[config.mk]
export PLATFORM = sky130hd
export DESIGN_NAME = vga_timing_gen_flat
export DESIGN_NICKNAME = d
export VERILOG_FILES = /design/src/rtl/vga_timing_gen_if.sv /design/src/rtl/vga_timing_gen.sv /design/src/flat_wrapper.sv
export SDC_FILE = /design/constraint.sdc
export NUM_CORES = 1
export LEC_CHECK = 0
export ABC_CLOCK_PERIOD_IN_PS = 2450
export CORE_AREA = 10 10 76 78
export CTS_CLUSTER_DIAMETER = 100
export DETAILED_ROUTE_END_ITERATION = 7
export DIE_AREA = 0 0 86 88
export PLACE_DENSITY = 0.77
export SETUP_SLACK_MARGIN = 0.4
export SYNTH_ARGS = -nofsm -noshare
export SYNTH_HDL_FRONTEND = slang
export SYNTH_SLANG_ARGS = --single-unit
[constraint.sdc]
create_clock -name vga_clk -period 2.45 [get_ports vga_clk]
set_input_delay 0.49 -clock vga_clk [delete_from_list [all_inputs] [get_ports vga_clk]]
set_output_delay 0.49 -clock vga_clk [all_outputs]
set_load 0.05 [all_outputs]
[src/rtl/vga_timing_gen_if.sv]
// Raster-scan bundle shared by the timing generator and the pixel-side
// consumers (sprite/palette renderers, animation logic).
interface vga_timing_gen_if;
  logic [9:0] DrawX;
  logic [9:0] DrawY;
  logic       blank;
  logic       hsync;
  logic       vsync;
  logic       line_start;
  logic       frame_start;
  logic       vblank_start;
  logic [7:0] frame_count;

  modport master (
    output DrawX, DrawY, blank, hsync, vsync,
    output line_start, frame_start, vblank_start, frame_count
  );

  modport slave (
    input DrawX, DrawY, blank, hsync, vsync,
    input line_start, frame_start, vblank_start, frame_count
  );
endinterface

[src/rtl/vga_timing_gen.sv]
// VGA raster timing generator. A free-running (hc,vc) counter pair is
// decoded one step ahead, so every registered output describes the
// DrawX/DrawY presented in the same cycle.
module vga_timing_gen #(
  parameter int H_VISIBLE = 640,
  parameter int H_FP      = 16,
  parameter int H_SYNC    = 96,
  parameter int H_BP      = 48,
  parameter int V_VISIBLE = 480,
  parameter int V_FP      = 10,
  parameter int V_SYNC    = 2,
  parameter int V_BP      = 33
) (
  input  logic              vga_clk,
  input  logic              reset_n,
  vga_timing_gen_if.master  vga
);

  localparam int H_TOTAL = H_VISIBLE + H_FP + H_SYNC + H_BP;
  localparam int V_TOTAL = V_VISIBLE + V_FP + V_SYNC + V_BP;

  // Counts are 10 bits wide; larger totals cannot be represented.
  if (H_TOTAL > 1024 || V_TOTAL > 1024) begin : g_size_check
    $error("vga_timing_gen: H_TOTAL and V_TOTAL must not exceed 1024");
  end

  localparam logic [9:0]  H_LAST   = 10'(H_TOTAL - 1);
  localparam logic [9:0]  V_LAST   = 10'(V_TOTAL - 1);
  localparam logic [9:0]  V_VIS10  = 10'(V_VISIBLE);
  // 11-bit bounds so a sync pulse ending exactly at 1024 is still expressible.
  localparam logic [10:0] H_VIS11  = 11'(H_VISIBLE);
  localparam logic [10:0] V_VIS11  = 11'(V_VISIBLE);
  localparam logic [10:0] HS_BEG   = 11'(H_VISIBLE + H_FP);
  localparam logic [10:0] HS_END   = 11'(H_VISIBLE + H_FP + H_SYNC);
  localparam logic [10:0] VS_BEG   = 11'(V_VISIBLE + V_FP);
  localparam logic [10:0] VS_END   = 11'(V_VISIBLE + V_FP + V_SYNC);

  logic [9:0] hc;
  logic [9:0] vc;
  logic [9:0] hc_nxt;
  logic [9:0] vc_nxt;
  logic       wrap_line;
  logic       wrap_frame;

  function automatic logic in_window(input logic [9:0] pos,
                                     input logic [10:0] lo,
                                     input logic [10:0] hi);
    return ({1'b0, pos} >= lo) && ({1'b0, pos} < hi);
  endfunction

  // Next count: hc wraps every line, vc advances on hc wrap.
  always_comb begin
    wrap_line  = (hc == H_LAST);
    wrap_frame = wrap_line && (vc == V_LAST);
    hc_nxt     = hc + 10'd1;
    vc_nxt     = vc;
    if (wrap_line) begin
      hc_nxt = '0;
      vc_nxt = wrap_frame ? 10'd0 : vc + 10'd1;
    end
  end

  // Count state; reset parks on the last position so the first edge wraps to (0,0).
  always_ff @(posedge vga_clk or negedge reset_n) begin
    if (!reset_n) begin
      hc <= H_LAST;
      vc <= V_LAST;
    end else begin
      hc <= hc_nxt;
      vc <= vc_nxt;
    end
  end

  // Registered outputs decoded from the next count.
  always_ff @(posedge vga_clk or negedge reset_n) begin
    if (!reset_n) begin
      vga.DrawX        <= '0;
      vga.DrawY        <= '0;
      vga.blank        <= 1'b0;
      vga.hsync        <= 1'b1;
      vga.vsync        <= 1'b1;
      vga.line_start   <= 1'b0;
      vga.frame_start  <= 1'b0;
      vga.vblank_start <= 1'b0;
      vga.frame_count  <= '0;
    end else begin
      vga.DrawX        <= hc_nxt;
      vga.DrawY        <= vc_nxt;
      vga.blank        <= ({1'b0, hc_nxt} < H_VIS11) && ({1'b0, vc_nxt} < V_VIS11);
      vga.hsync        <= !in_window(hc_nxt, HS_BEG, HS_END);
      vga.vsync        <= !in_window(vc_nxt, VS_BEG, VS_END);
      vga.line_start   <= (hc_nxt == 10'd0);
      vga.frame_start  <= (hc_nxt == 10'd0) && (vc_nxt == 10'd0);
      vga.vblank_start <= (hc_nxt == 10'd0) && (vc_nxt == V_VIS10);
      if (wrap_frame) begin
        vga.frame_count <= vga.frame_count + 8'd1;
      end
    end
  end

endmodule

[src/flat_wrapper.sv]
// flat-port wrapper written by rule: the top's interface ports become plain ports
module vga_timing_gen_flat 
#(
  parameter int H_VISIBLE = 640,
  parameter int H_FP      = 16,
  parameter int H_SYNC    = 96,
  parameter int H_BP      = 48,
  parameter int V_VISIBLE = 480,
  parameter int V_FP      = 10,
  parameter int V_SYNC    = 2,
  parameter int V_BP      = 33
)
  (vga_clk, reset_n, vga_DrawX, vga_DrawY, vga_blank, vga_hsync, vga_vsync, vga_line_start, vga_frame_start, vga_vblank_start, vga_frame_count);
  vga_timing_gen_if vga_i ();
  input  logic vga_clk;
  input  logic reset_n;
  output wire logic [$bits(vga_i.DrawX)-1:0] vga_DrawX;
  output wire logic [$bits(vga_i.DrawY)-1:0] vga_DrawY;
  output wire logic [$bits(vga_i.blank)-1:0] vga_blank;
  output wire logic [$bits(vga_i.hsync)-1:0] vga_hsync;
  output wire logic [$bits(vga_i.vsync)-1:0] vga_vsync;
  output wire logic [$bits(vga_i.line_start)-1:0] vga_line_start;
  output wire logic [$bits(vga_i.frame_start)-1:0] vga_frame_start;
  output wire logic [$bits(vga_i.vblank_start)-1:0] vga_vblank_start;
  output wire logic [$bits(vga_i.frame_count)-1:0] vga_frame_count;
  assign vga_DrawX = vga_i.DrawX;
  assign vga_DrawY = vga_i.DrawY;
  assign vga_blank = vga_i.blank;
  assign vga_hsync = vga_i.hsync;
  assign vga_vsync = vga_i.vsync;
  assign vga_line_start = vga_i.line_start;
  assign vga_frame_start = vga_i.frame_start;
  assign vga_vblank_start = vga_i.vblank_start;
  assign vga_frame_count = vga_i.frame_count;
  vga_timing_gen #(.H_VISIBLE(H_VISIBLE), .H_FP(H_FP), .H_SYNC(H_SYNC), .H_BP(H_BP), .V_VISIBLE(V_VISIBLE), .V_FP(V_FP), .V_SYNC(V_SYNC), .V_BP(V_BP)) u_core (.vga_clk(vga_clk), .reset_n(reset_n), .vga(vga_i));
endmodule
Word level (Yosys, flattened, before mapping). Cells that the tools add are included.

Register bits: 54. Output and inout bits: 34. Input bits: 2.

Eq/ne operators: 3. Add/subtract/negate cells: 3. Muxes and demuxes: 3. $lt $le $gt $ge: 6. Reductions and logical operators: 10.

Operator list (number): 2-to-1 mux 10 bit (3); adder 10 x 1 -> 10 bit (second input constant) (2); equality test 10 bit (second input constant) (2); logical NOT 10 bit (2); less-than comparator 10 bit (second input constant) (2); less-than comparator 10 x 9 -> 1 bit (second input constant) (2); equality test 10 x 9 -> 1 bit (second input constant) (1); >= comparator 10 bit (second input constant) (1); >= comparator 10 x 9 -> 1 bit (second input constant) (1); adder 8 x 1 -> 8 bit (second input constant) (1); logical AND 1 bit (6); logical NOT 1 bit (2).

Longest topological paths before layout.
Depth in word-level cells: 7. Gate-level depth with buffers: 9. Gate-level depth less buffers: 7.

Worst setup path before layout. Ideal clock, no wire load.

Kind: reg2reg. From: register u_core.hc[0]. To: register u_core.vga.vblank_start. Stages on the path, launching flop included: 9. Setup slack: 0.223 ns. Data arrival time: 2.108 ns. Required time: 2.330 ns. Period minus slack after synthesis: 2.227 ns. Buffers on the path: 1. Path through: dfstp_2 ha_1 and3_1 buf_6 nand3_4 or4_4 xnor2_2 and4_1 and3_1.

Word-level cells in the longest chain between the ends: 6. Elaborated cells between the ends (all ways): 9. Classes of those cells: add/sub (1); eq/ne (2); mux (3); reduce/logical (3).

RTL lines: start, declared (RTL line vga_timing_gen.sv:38) `logic [9:0] hc;`; start signal, assigned (RTL line vga_timing_gen.sv:69) `hc <= hc_nxt;`; equality test 10 bit (*) (RTL line vga_timing_gen.sv:53) `wrap_line = (hc == H_LAST);`; logical AND 1 bit (RTL line vga_timing_gen.sv:54) `wrap_frame = wrap_line && (vc == V_LAST);`; 2-to-1 mux 10 bit (RTL line vga_timing_gen.sv:59) `vc_nxt = wrap_frame ? 10'd0 : vc + 10'd1;`; 2-to-1 mux 10 bit (*) (RTL line vga_timing_gen.sv:57) `if (wrap_line) begin`; via u_core.vc_nxt[5] (RTL line vga_timing_gen.sv:41) `logic [9:0] vc_nxt;`; equality test 10 x 9 -> 1 bit (*) (RTL line vga_timing_gen.sv:94) `vga.vblank_start <= (hc_nxt == 10'd0) && (vc_nxt == V_VIS10);`; logical AND 1 bit (*) (RTL line vga_timing_gen.sv:94); end signal, assigned (RTL line vga_timing_gen.sv:94); end, declared (RTL line vga_timing_gen_if.sv:16) `output line_start, frame_start, vblank_start, frame_count`.

Mark *: on every way through the listed nets, which the timed path passes. The rest lies on a longest branch. A chain may end at the register's enable or synchronous reset.

Final worst setup path.
From: register u_core.hc[7]. To: register u_core.vga.vblank_start.

Same word-level chain as after synthesis.

==> out/qor.yml <==
placement:
  dpl_worst_slack_ns: 0.131
  hpwl_mm: 3.55
  dpl.cell_count: 278
  gp_congestion: 0.860
  port_buffers: 35
die:
  fp.coreArea_um2: 4290
  chipHeight_um: 88
  start_util: 0.512
  fp.dieW_um: 86
  ioPinCount: 36
  die_area_um2: 7570
  row_count: 24
clock_network:
  cts_buffers: 5
  cts_max_level: 2
  cts_buffer_depth: 2
  cts_tree: "done"
  cts_sinks: 44
  clk_latency_ns: 0.29
  cts.clk_slew.worst_paths_ns: 0.09
  cts.hold.buffers_added: 0
  cts_root_buf: "clkbuf_8"
worst_setup_path:
  max_stage_delay_ns: 0.50
  crit_path_start_kind: "flop"
  path_buf_inv: 1
  cp_top_family: "simple AND/OR/NAND/NOR gates"
  path_class: "flop to flop"
  required_ns: 2.69
  critPathMaxFanout: 9
  slowest_stage: "dfrtp_1"
  critical_path.cell_chain: "nand4b_1 > nor3_4 > buf_12 > nand3_2 > xnor2_2 > and4_4 > and3_1"
  crit_arrival_ns: 2.37
  endpoint_kind: "flop"
sta:
  finClkSkew_ns: 0.0107
  worst_pin_slew_ns: 0.533
  slew_headroom: 0.644
  setup_violations: 0
  whs_ns: 0.0246
  fin_ws_ns: 0.318
  finalCritPeriodShare: 0.870
  max_freq_mhz: 469
  hold_viol: 0
  slew_viol_final: 0
  rsz0062_at_grt: "yes"
  period_needed_ns: 2.13
  finalSetupTns_ns: 0
synth:
  ys_types: 48
  synth-xor-area-share: 0.0831
  synth-simple-area-share: 0.222
  avgSynthCellArea_um2: 10.7
  synth_edf_count: 0
  synthMuxAreaShare: 0.00513
  yosysWarnings: 0
  netlist_area_um2: 2200
  ys.flop_type: "dfrtp_1"
  synth_async_sr_flop_share: 1.00
  synth_fa_ha_area_frac: 0.0228
  yosysSeqAreaShare: 0.508
  synth-compound-area-share: 0.0820
  synth_top_family_by_area: "simple AND/OR/NAND/NOR gates"
  synth_nets: 211
  syn_inst: 205
  ys_seq_elements: 44
detailed_routing:
  ant_nets: 0
  post_drt_wl_per_cell_um: 16.9
  routed-via-count: 1749
  viasPerCell: 5.64
  drc: 0
  totalWireLength_mm: 5.25
  drt_iter0_drc: 122
  dr.pass1.iters: 4
power:
  vdd_ir_drop_max_mv: 0.380
  cellLeakagePower_nw: 1.45
  comb_power_share: 0.011
  power.density_nw_per_um2: 444
  seq_power_share: 0.550
  p_sw_w: 0.000260
  internal_power_w: 0.00106
  pwr-share-clk: 0.439
  p_sw_frac: 0.197
  finalPower_w: 0.00132
global_routing:
  grt_max_degree: 38
  grt_pass1_vias: 1657
  grtUsageTotal: 0.128
  grt_pass1_wl_mm: 7.94
  antenna_found_initial: 0
  globalRouteOverflowTotal: 0
cells_and_area:
  nNetsFinal: 263
  final_cells: 310
  antenna_cells: 0
  synthToLayoutAreaGrowth_pct: 35.6
  drive_gt1_frac: 0.314
min_path:
  hold_class: "input port to async pin"
job:
  maxCapViolations: 0
run_status:
  outcome: "completed"
[Yosys cell counts (4+ instances only)]
cell type,number,area [um^2]
a21oi_1,6,30.0
and4_1,4,35.0
buf_4,13,97.6
dfrtp_1,32,801
dfstp_2,12,315
ha_1,4,50.1
nand2_1,11,41.3
nand3_1,16,80.1
nand4_1,8,50.1
nor2_1,14,52.6
nor3_1,5,25.0
nor4_1,4,25.0
o21ai_0,8,40.0
xnor2_1,10,87.6
xor2_1,9,78.8
[power by group through the flow]
| stage | registers (W) | logic, W | clock network (W) |
|---|---|---|---|
| finish | 0.000727 | 0.0000152 | 0.000580 |
| global route | 0.000727 | 0.0000181 | 0.000627 |
| CTS | 0.000727 | 0.0000163 | 0.000593 |
| detailed placement | 0.000740 | 0.0000162 | 0 |
| global placement | 0.000740 | 0.0000159 | 0 |
| floorplan | 0.000740 | 0.000000000422 | 0 |
[cell families after synthesis]
group	Yosys count
xor gates and xnor gates	20
and+or+nand+nor	83
adders and majority gates	4
buffers and inverters	25
DFF	44
AOI/OAI and AO/OA	28
muxes	1
[layout by cell type (no fill, tap or decap), types with 2 or more instances in the layout]
cell             synthesis  routed
a21oi_1                  6       6
a31oi_1                  3       3
and2_1                   2       2
and3_1                   3       2
and4_1                   4       2
and4_4                   0       2
buf_4                   13      29
clkbuf_8                 0       6
clkdlybuf4s50_1          0      15
dfrtp_1                 32      32
dfstp_2                 12      12
dlygate4sd2_1            0      12
dlymetal6s2s_1           0       7
ha_1                     4       2
inv_1                    3       3
nand2_1                 11      11
nand3_1                 16      14
nand3_2                  0       2
nand4_1                  8       8
nand4b_1                 2       2
nor2_1                  14      11
nor2_4                   0       2
nor3_1                   5       4
nor3_4                   1       2
nor4_1                   4       3
o21ai_0                  8       7
xnor2_1                 10       8
xnor2_2                  1       2
xor2_1                   9       9
[metrics by stage]
step | instance area (um^2) | utilization
global route | 2980 | 0.694
global placement | 2540 | 0.591
finish | 2980 | 0.694
floorplan | 2210 | -
CTS | 2760 | 0.643
detailed placement | 2540 | 0.591
[path summary, 6_finish.rpt]
check | startpoint | end | slack, ns | depth (start not counted)
worst max register to register | u_core.hc[7] | u_core.vga.vblank_start | 0.32 | 7
min in group vga_clk | u_core.vga.frame_count[7] | u_core.vga.frame_count[7] | 0.48 | 1
worst min register to register | u_core.vga.frame_count[7] | u_core.vga.frame_count[7] | 0.48 | 1
max in group asynchronous | reset_n | u_core.hc[3] | 1.69 | 2
worst max-delay path | u_core.hc[7] | u_core.vga.vblank_start | 0.32 | 7
worst min-delay path | reset_n | u_core.vga.DrawY[3] | 0.02 | 1
[metal layers]
metal / GRT usage / share of wire
met2: 0.215 / 0.49
met5: 0 / 0
met1: 0.151 / 0.41
met4: 0.0359 / 0.0091
met3: 0.0464 / 0.083
[cell type report]
type,count,area [um^2]
multi-input cells,136,1050
clock inverters,2,38.8
inverters,3,11.3
well taps,52,65.1
repair buffers,67,612
flip-flops and latches,44,1120
clock buffers,6,82.6
fillers,295,1320
[sequential cells by signal (all words and copies together) (netlist names)]
register                 count
u_core.vga.frame_start       1
u_core.vga.line_start        1
u_core.vga.blank             1
u_core.vga.frame_count       8
u_core.hc                   10
u_core.vga.DrawX             7
u_core.vga.vsync             1
u_core.vga.hsync             1
u_core.vc                   10
u_core.vga.vblank_start      1
u_core.vga.DrawY             3
[timing repair]
item,CTS,global route
setup endpoints to repair,20,17
pin swaps,5,12
buffers inserted,10,14
gates resized for setup,19,34
[worst reg2reg max path: stages (launching register included)]
cell	delay [ns]
dfrtp_1	0.50
nand4b_1	0.34
nor3_4	0.35
buf_12	0.17
nand3_2	0.09
xnor2_2	0.23
and4_4	0.25
and3_1	0.14
(Power assumes the default switching activity.)
